[src/rtl/sync_fifo_pkg.sv]
// Shared definitions for the synchronous FIFO read and write controllers.
package sync_fifo_pkg;

    // Default pointer width (capacity is 2^FIFO_AW-1 entries) and data width.
    localparam int FIFO_AW = 7;
    localparam int FIFO_DW = 32;

    // Pointer and data types for default-width instances.
    typedef logic [FIFO_AW-1:0] ptr_t;
    typedef logic [FIFO_DW-1:0] data_t;

endpackage

[src/rtl/sync_fifo_rdout.sv]
// Read output stage: remembers that a memory read was issued last cycle and
// captures the memory's registered data into rdata_o with a one-cycle valid.
module sync_fifo_rdout
    import sync_fifo_pkg::*;
#(
    parameter int DW = FIFO_DW
) (
    input  logic          rclk_i,
    input  logic          rst_n,
    input  logic          strobe_i,
    input  logic [DW-1:0] rdata_i,
    output logic [DW-1:0] rdata_o,
    output logic          rvalid_o
);

    logic          pending_q;
    logic [DW-1:0] rdata_q;
    logic          rvalid_q;

    // Track the in-flight read and capture memory data one cycle after the strobe.
    always_ff @(posedge rclk_i or negedge rst_n) begin
        if (!rst_n) begin
            pending_q <= 1'b0;
            rdata_q   <= '0;
            rvalid_q  <= 1'b0;
        end else begin
            // NOTE: non-blocking assignments so every flop samples pre-edge values.
            pending_q <= strobe_i;
            rvalid_q  <= pending_q;
            if (pending_q) begin
                rdata_q <= rdata_i;
            end
        end
    end

    assign rdata_o  = rdata_q;
    assign rvalid_o = rvalid_q;

endmodule

[src/rtl/sync_fifo_rdctrl.sv]
// Read-side controller of a single-clock FIFO: owns the read pointer, derives
// occupancy/empty flags from the write pointer, issues the memory read strobe,
// and records reads attempted while empty.
module sync_fifo_rdctrl
    import sync_fifo_pkg::*;
#(
    parameter int          AW     = FIFO_AW,
    parameter int          DW     = FIFO_DW,
    parameter int unsigned AE_LVL = 4
) (
    input  logic          rclk_i,
    input  logic          rst_n,
    input  logic          renable,
    input  logic [AW-1:0] wpnt_i,
    input  logic [DW-1:0] rdata_i,
    input  logic          uflow_clr_i,
    output logic          renable_o,
    output logic [AW-1:0] rpnt_o,
    output logic [DW-1:0] rdata_o,
    output logic          rvalid_o,
    output logic          empty_o,
    output logic          aempty_o,
    output logic [AW-1:0] level_o,
    output logic          uflow_o
);

    logic [AW-1:0] rpnt_q, rpnt_d;
    logic          uflow_q, uflow_d;

    // Flags come straight from the pointers so a write is visible the next cycle.
    assign empty_o   = (rpnt_q == wpnt_i);
    assign level_o   = wpnt_i - rpnt_q;
    assign aempty_o  = (32'(level_o) <= AE_LVL);
    assign renable_o = rst_n & renable & ~empty_o;
    assign rpnt_o    = rpnt_q;
    assign uflow_o   = uflow_q;

    // Next-state for the read pointer and the sticky underflow flag.
    always_comb begin
        // NOTE: every output gets a default first so no latch is inferred.
        rpnt_d  = rpnt_q;
        uflow_d = uflow_q;
        if (renable_o) begin
            rpnt_d = rpnt_q + AW'(1);
        end
        // A refused read outranks a clear issued in the same cycle.
        if (renable && empty_o) begin
            uflow_d = 1'b1;
        end else if (uflow_clr_i) begin
            uflow_d = 1'b0;
        end
    end

    // Pointer and underflow state registers.
    always_ff @(posedge rclk_i or negedge rst_n) begin
        if (!rst_n) begin
            rpnt_q  <= '0;
            uflow_q <= 1'b0;
        end else begin
            rpnt_q  <= rpnt_d;
            uflow_q <= uflow_d;
        end
    end

    sync_fifo_rdout #(
        .DW(DW)
    ) u_rdout (
        .rclk_i  (rclk_i),
        .rst_n   (rst_n),
        .strobe_i(renable_o),
        .rdata_i (rdata_i),
        .rdata_o (rdata_o),
        .rvalid_o(rvalid_o)
    );

endmodule

[config.mk]
export PLATFORM = sky130hd
export DESIGN_NAME = sync_fifo_rdctrl
export DESIGN_NICKNAME = d
export VERILOG_FILES = /design/src/rtl/sync_fifo_pkg.sv /design/src/rtl/sync_fifo_rdout.sv /design/src/rtl/sync_fifo_rdctrl.sv
export SDC_FILE = /design/constraint.sdc
export NUM_CORES = 1
export LEC_CHECK = 0
export BUFFER_PORTS_ARGS = -buffer_cell sky130_fd_sc_hd__buf_2
export CAP_MARGIN = 25
export CORE_MARGIN = 2
export CORE_UTILIZATION = 25
export DETAILED_ROUTE_END_ITERATION = 8
export HOLD_SLACK_MARGIN = 0.03
export PLACE_DENSITY = 0.57
export SLEW_MARGIN = 40
export SYNTH_ARGS = -nofsm -noshare
export SYNTH_HDL_FRONTEND = slang
export SYNTH_SLANG_ARGS = --single-unit
[constraint.sdc]
create_clock -name rclk_i -period 3.84 [get_ports rclk_i]
set_input_delay 0.96 -clock rclk_i [delete_from_list [all_inputs] [get_ports rclk_i]]
set_output_delay 0.96 -clock rclk_i [all_outputs]
set_load 0.05 [all_outputs]
; ---- Word-level counts from Yosys, hierarchy flattened
; Cells that the tools add are included.
[word_totals]
regBits = 42
out_inout_bits = 51
[op_classes]
n_addsub = 2
n_lt_le_gt_ge = 1
n_eq_ne = 1
mux = 2
n_bitwise = 3
reduce_logical = 2
[ops]
columns = operator, count
row1 = $add 7x1->7 const B, 1
row2 = $eq 7x7->1, 1
row3 = $le 7x3->1 const B, 1
row4 = $sub 7x7->7, 1
row5 = $and 1x1->1, 2
row6 = $mux 1, 2
row7 = $reduce_bool 2->1, 1
row8 = $logic_and 1x1->1, 1
row9 = $not 1->1, 1

; ---- Logic depth before layout (Yosys ltp)
[logic_depth]
ltp_word = 3
mapped_depth = 9
mapped_depth_nobuf = 9

; ---- By module
; A second synthesis with hierarchy kept.
[hier_totals]
hier_cells = 143
hier_area_um2 = 2037.0
[modules_own_cells]
columns = module, n_inst, cells_per_inst, area_per_inst_um2
row1 = sync_fifo_rdout, 1, 70, 1395.1
row2 = sync_fifo_rdctrl, 1, 73, 641.9

; ---- Worst setup path after synthesis
; OpenSTA, ideal clock, no wires.
[synth_timing]
path_kind = input to output
start = input port wpnt_i[0]
end = output port aempty_o
arrival_time_ns = 4.034
required_time_ns = 2.880
path_slack_ns = -1.154
stages = 9
path_buffers = 0
path_cell_list = inv_1 > ha_1 > inv_1 > fa_1 > a211oi_1 > o21bai_1 > a21oi_1 > xor2_1 > nor4_1
[synth_between]
elab_chain_len = 2
[synth_rtl]
columns = element, line_no
row1 = "start, declared", sync_fifo_rdctrl.sv:14  ; input logic [AW-1:0] wpnt_i,
row2 = $sub 7x7->7, sync_fifo_rdctrl.sv:32  ; assign level_o = wpnt_i - rpnt_q;
row3 = named net level_o[6], sync_fifo_rdctrl.sv:23  ; output logic [AW-1:0] level_o,
row4 = $le 7x3->1, sync_fifo_rdctrl.sv:33  ; assign aempty_o = (32'(level_o) <= AE_LVL);
row5 = "end, declared", sync_fifo_rdctrl.sv:22  ; output logic aempty_o,
; The timed path passes the listed nets, and every way through them passes these cells.

; ---- Final worst setup path
[layout_timing]
start = input port wpnt_i[0]
end = output port level_o[6]
[layout_between]
elab_chain_len = 1
[layout_rtl]
columns = element, line_no
row1 = $sub 7x7->7, sync_fifo_rdctrl.sv:32
row2 = "end, declared", sync_fifo_rdctrl.sv:23
; Every way passes these cells.

==> results.cfg <==
[clocking]
h-tree-depth = 2
cts_resized = 0
cts_clk_pin_slew_worst_paths_ns = 0.07
post_cts_buffers = 0
cts-buffers-inserted = 5
worstSkewPairLatency_ns = 0.28
tritoncts = yes
cts_max_path_buffers = 2
clockRootBuffer = sky130_fd_sc_hd__clkbuf_8
clock_sink_count = 42
holdBufCountCts = 0

[worst_setup_path]
crit_required_ns = 2.88
critical_path_peak_fanout = 2
worst_setup_path_end_kind = output port
crit_path_start_kind = input port
setup.worst_path.class = input port to output port
critical_path_arrival_ns = 2.77

[finish]
layout_commonest_cell = sky130_fd_sc_hd__buf_2
n_antenna_cell = 0
fraction_of_layout_cells_with_a_size_suffix_above_1_pct = 57.1
layout_common_cells = sky130_fd_sc_hd__buf_2 (91), sky130_fd_sc_hd__dfrtp_1 (42), sky130_fd_sc_hd__mux2_2 (30), sky130_fd_sc_hd__inv_1 (9), sky130_fd_sc_hd__nor2_1 (9)
syn2layout_area_growth_pct = 38.8
final_cell_count_no_fill = 346
final_nets = 298

[placement]
place_inst = 339
hpwl_mm = 3.11
port_buffers = 93
place_congestion = 0.760

[routing]
post_drt_wl_per_cell_microns = 11.8
antenna_violating_nets_post_route = 0
vias = 1454
drtIter0Drc = 28
drc = 0
vias_per_cell = 4.20
final_wl_mm = 4.08
drt-pass1-iter-count = 4

[power_and_ir_drop]
totalPowerFinal_mw = 1.91
power_density_nw_per_um2 = 727
power.leakage_nw = 1.26
max_ir_drop_vdd_mv = 0.442

[synth]
seq_area_frac_synth_pct = 55.6
synth_cells = 148
ys.warnings.count = 0
avgSynthCellArea_sq_um = 12.8
number_of_flops_mapped_to_enable_cells_by_yosys = 0
postSynthNetCount = 199
synth.ff_latch_count = 42
yosys.cell_types.count = 25
async_flop_share_pct = 100
synth-main-ff-cell = sky130_fd_sc_hd__dfrtp_1
syn_area_sq_um = 1890

[floorplanning]
die_w_microns = 91.0
fp.coreArea_sq_um = 7290
fp.dieArea_sq_um = 8270
floorplan.initialDensity_pct = 25.9
io-pin-count = 94
placementRows = 31
die_h_microns = 91.0

[timing]
setup_repair_after_global_routing_missed_its_margin = true
hold_violations = 0
slew_viol_final = 0
final-setup-viol-count = 0
relSlewSlack_pct = 65.4
period_minus_slack_ns = 3.73
hold_slack_ns = 0.486
achievable-frequency_mhz = 268
layout_worst_path_cycle_share_pct = 97.2
skew_ns = 0.00129
worst_slew_pin_slew_ns = 0.519

[grt]
grt_antenna_before_repair = 0
grt_use_total_pct = 9.69
grt_first_pass_wirelength_mm = 6.53
pin_count_of_the_biggest_net_entering_global_routing = 43
via_count_of_the_first_global_routing_pass = 1383
grt_overflow = 0

[run]
drv_cap = 0

[outcome]
run_status = finished, final reports clean

[min_path]
worst_hold_path_type = flip-flop to flip-flop
-- kinds of logic (layout without fill, tap and decap cells) --
kind of cell	after synthesis	in the layout	share of synthesized area, %
and+or+nand+nor	31	31	8.40
muxes	33	33	19.6
DFF	42	42	55.6
adders and majority gates	8	8	5.69
buffers and inverters	13	112	2.78
xor gates and xnor gates	10	10	4.63
AOI/OAI and AO/OA	11	11	3.31
-- worst paths after layout --
kind                                       start                         endpoint  slack, ns  depth (start not counted)
max                                    wpnt_i[0]                       level_o[6]       0.11                         10
min                        rpnt_o[5]$_DFFE_PN0P_            rpnt_o[5]$_DFFE_PN0P_       0.49                          1
max reg2reg                rpnt_o[2]$_DFFE_PN0P_            rpnt_o[4]$_DFFE_PN0P_       1.99                          7
min reg2reg                rpnt_o[5]$_DFFE_PN0P_            rpnt_o[5]$_DFFE_PN0P_       0.49                          1
max in group asynchronous                  rst_n  u_rdout.rdata_o[31]$_DFFE_PN0P_       2.70                          2
min in group asynchronous                  rst_n   u_rdout.rdata_o[9]$_DFFE_PN0P_       0.79                          2
-- stage by stage --
stage	TNS [ns]	utilization [%]	area [sq um]	worst slack, ns
global placement	0	34.8	2540	0.0848
CTS	0	35.9	2620	0.0341
finish	0	36.0	2620	0.106
floorplan	0	-	1940	0.00166
global route	-0.00179	36.0	2620	-0.00179
detailed placement	0	34.8	2540	0.0558
-- Yosys cell counts (2+ instances only) --
master / n / area, sq um
sky130_fd_sc_hd__a21oi_1: 3 / 15.0
sky130_fd_sc_hd__mux2_1: 2 / 22.5
sky130_fd_sc_hd__buf_2: 3 / 15.0
sky130_fd_sc_hd__dfrtp_1: 42 / 1050
sky130_fd_sc_hd__nand2_1: 8 / 30.0
sky130_fd_sc_hd__mux2_2: 30 / 338
sky130_fd_sc_hd__nor4_1: 2 / 12.5
sky130_fd_sc_hd__nand3_1: 2 / 10.0
sky130_fd_sc_hd__nor2_1: 9 / 33.8
sky130_fd_sc_hd__xor2_1: 5 / 43.8
sky130_fd_sc_hd__nor2b_1: 2 / 12.5
sky130_fd_sc_hd__ha_1: 7 / 87.6
sky130_fd_sc_hd__a211oi_1: 2 / 15.0
sky130_fd_sc_hd__inv_1: 9 / 33.8
sky130_fd_sc_hd__o21ai_0: 5 / 25.0
sky130_fd_sc_hd__nand4_1: 4 / 25.0
sky130_fd_sc_hd__xnor2_1: 5 / 43.8
-- power by group --
group          internal [mW]  switching (mW)  leakage, nW  total (mW)
clock                  0.122           0.141       0.0438       0.263
sequential             0.525          0.0645        0.504       0.589
combinational          0.284           0.772        0.714        1.06
total                  0.930           0.978         1.26        1.91
-- critical path: stages --
cell and delay (ns):
sky130_fd_sc_hd__buf_2 0.09, sky130_fd_sc_hd__inv_1 0.04, sky130_fd_sc_hd__ha_1 0.15, sky130_fd_sc_hd__inv_1 0.05
sky130_fd_sc_hd__fa_2 0.36, sky130_fd_sc_hd__a211oi_2 0.26, sky130_fd_sc_hd__o21bai_1 0.13, sky130_fd_sc_hd__a21oi_2 0.25
sky130_fd_sc_hd__xor2_4 0.21, sky130_fd_sc_hd__clkbuf_4 0.26
-- routing by layer --
layer	routed length (microns)	GRT usage, %	up-vias
met4	14	3.03	0
li1	-	-	704
met5	0	0	-
met3	227	2.57	2
met2	2040	16.0	53
met1	1800	12.4	695
-- state kept, by name, summed over array words and instances, names as in the netlist --
signal and count:
rpnt_o 7, u_rdout.pending_q 1, u_rdout.rdata_o 32, u_rdout.rvalid_o 1, uflow_o 1
-- cell type report --
class / instances / area, sq um
clock inverters: 2 / 10.0
repair buffers: 96 / 497
flip-flops and latches: 42 / 1050
multi-input cells: 93 / 840
fillers: 754 / 4670
clock buffers: 5 / 68.8
well taps: 99 / 124
inverters: 9 / 33.8
Note: power is estimated with default switching activity, not from simulation.
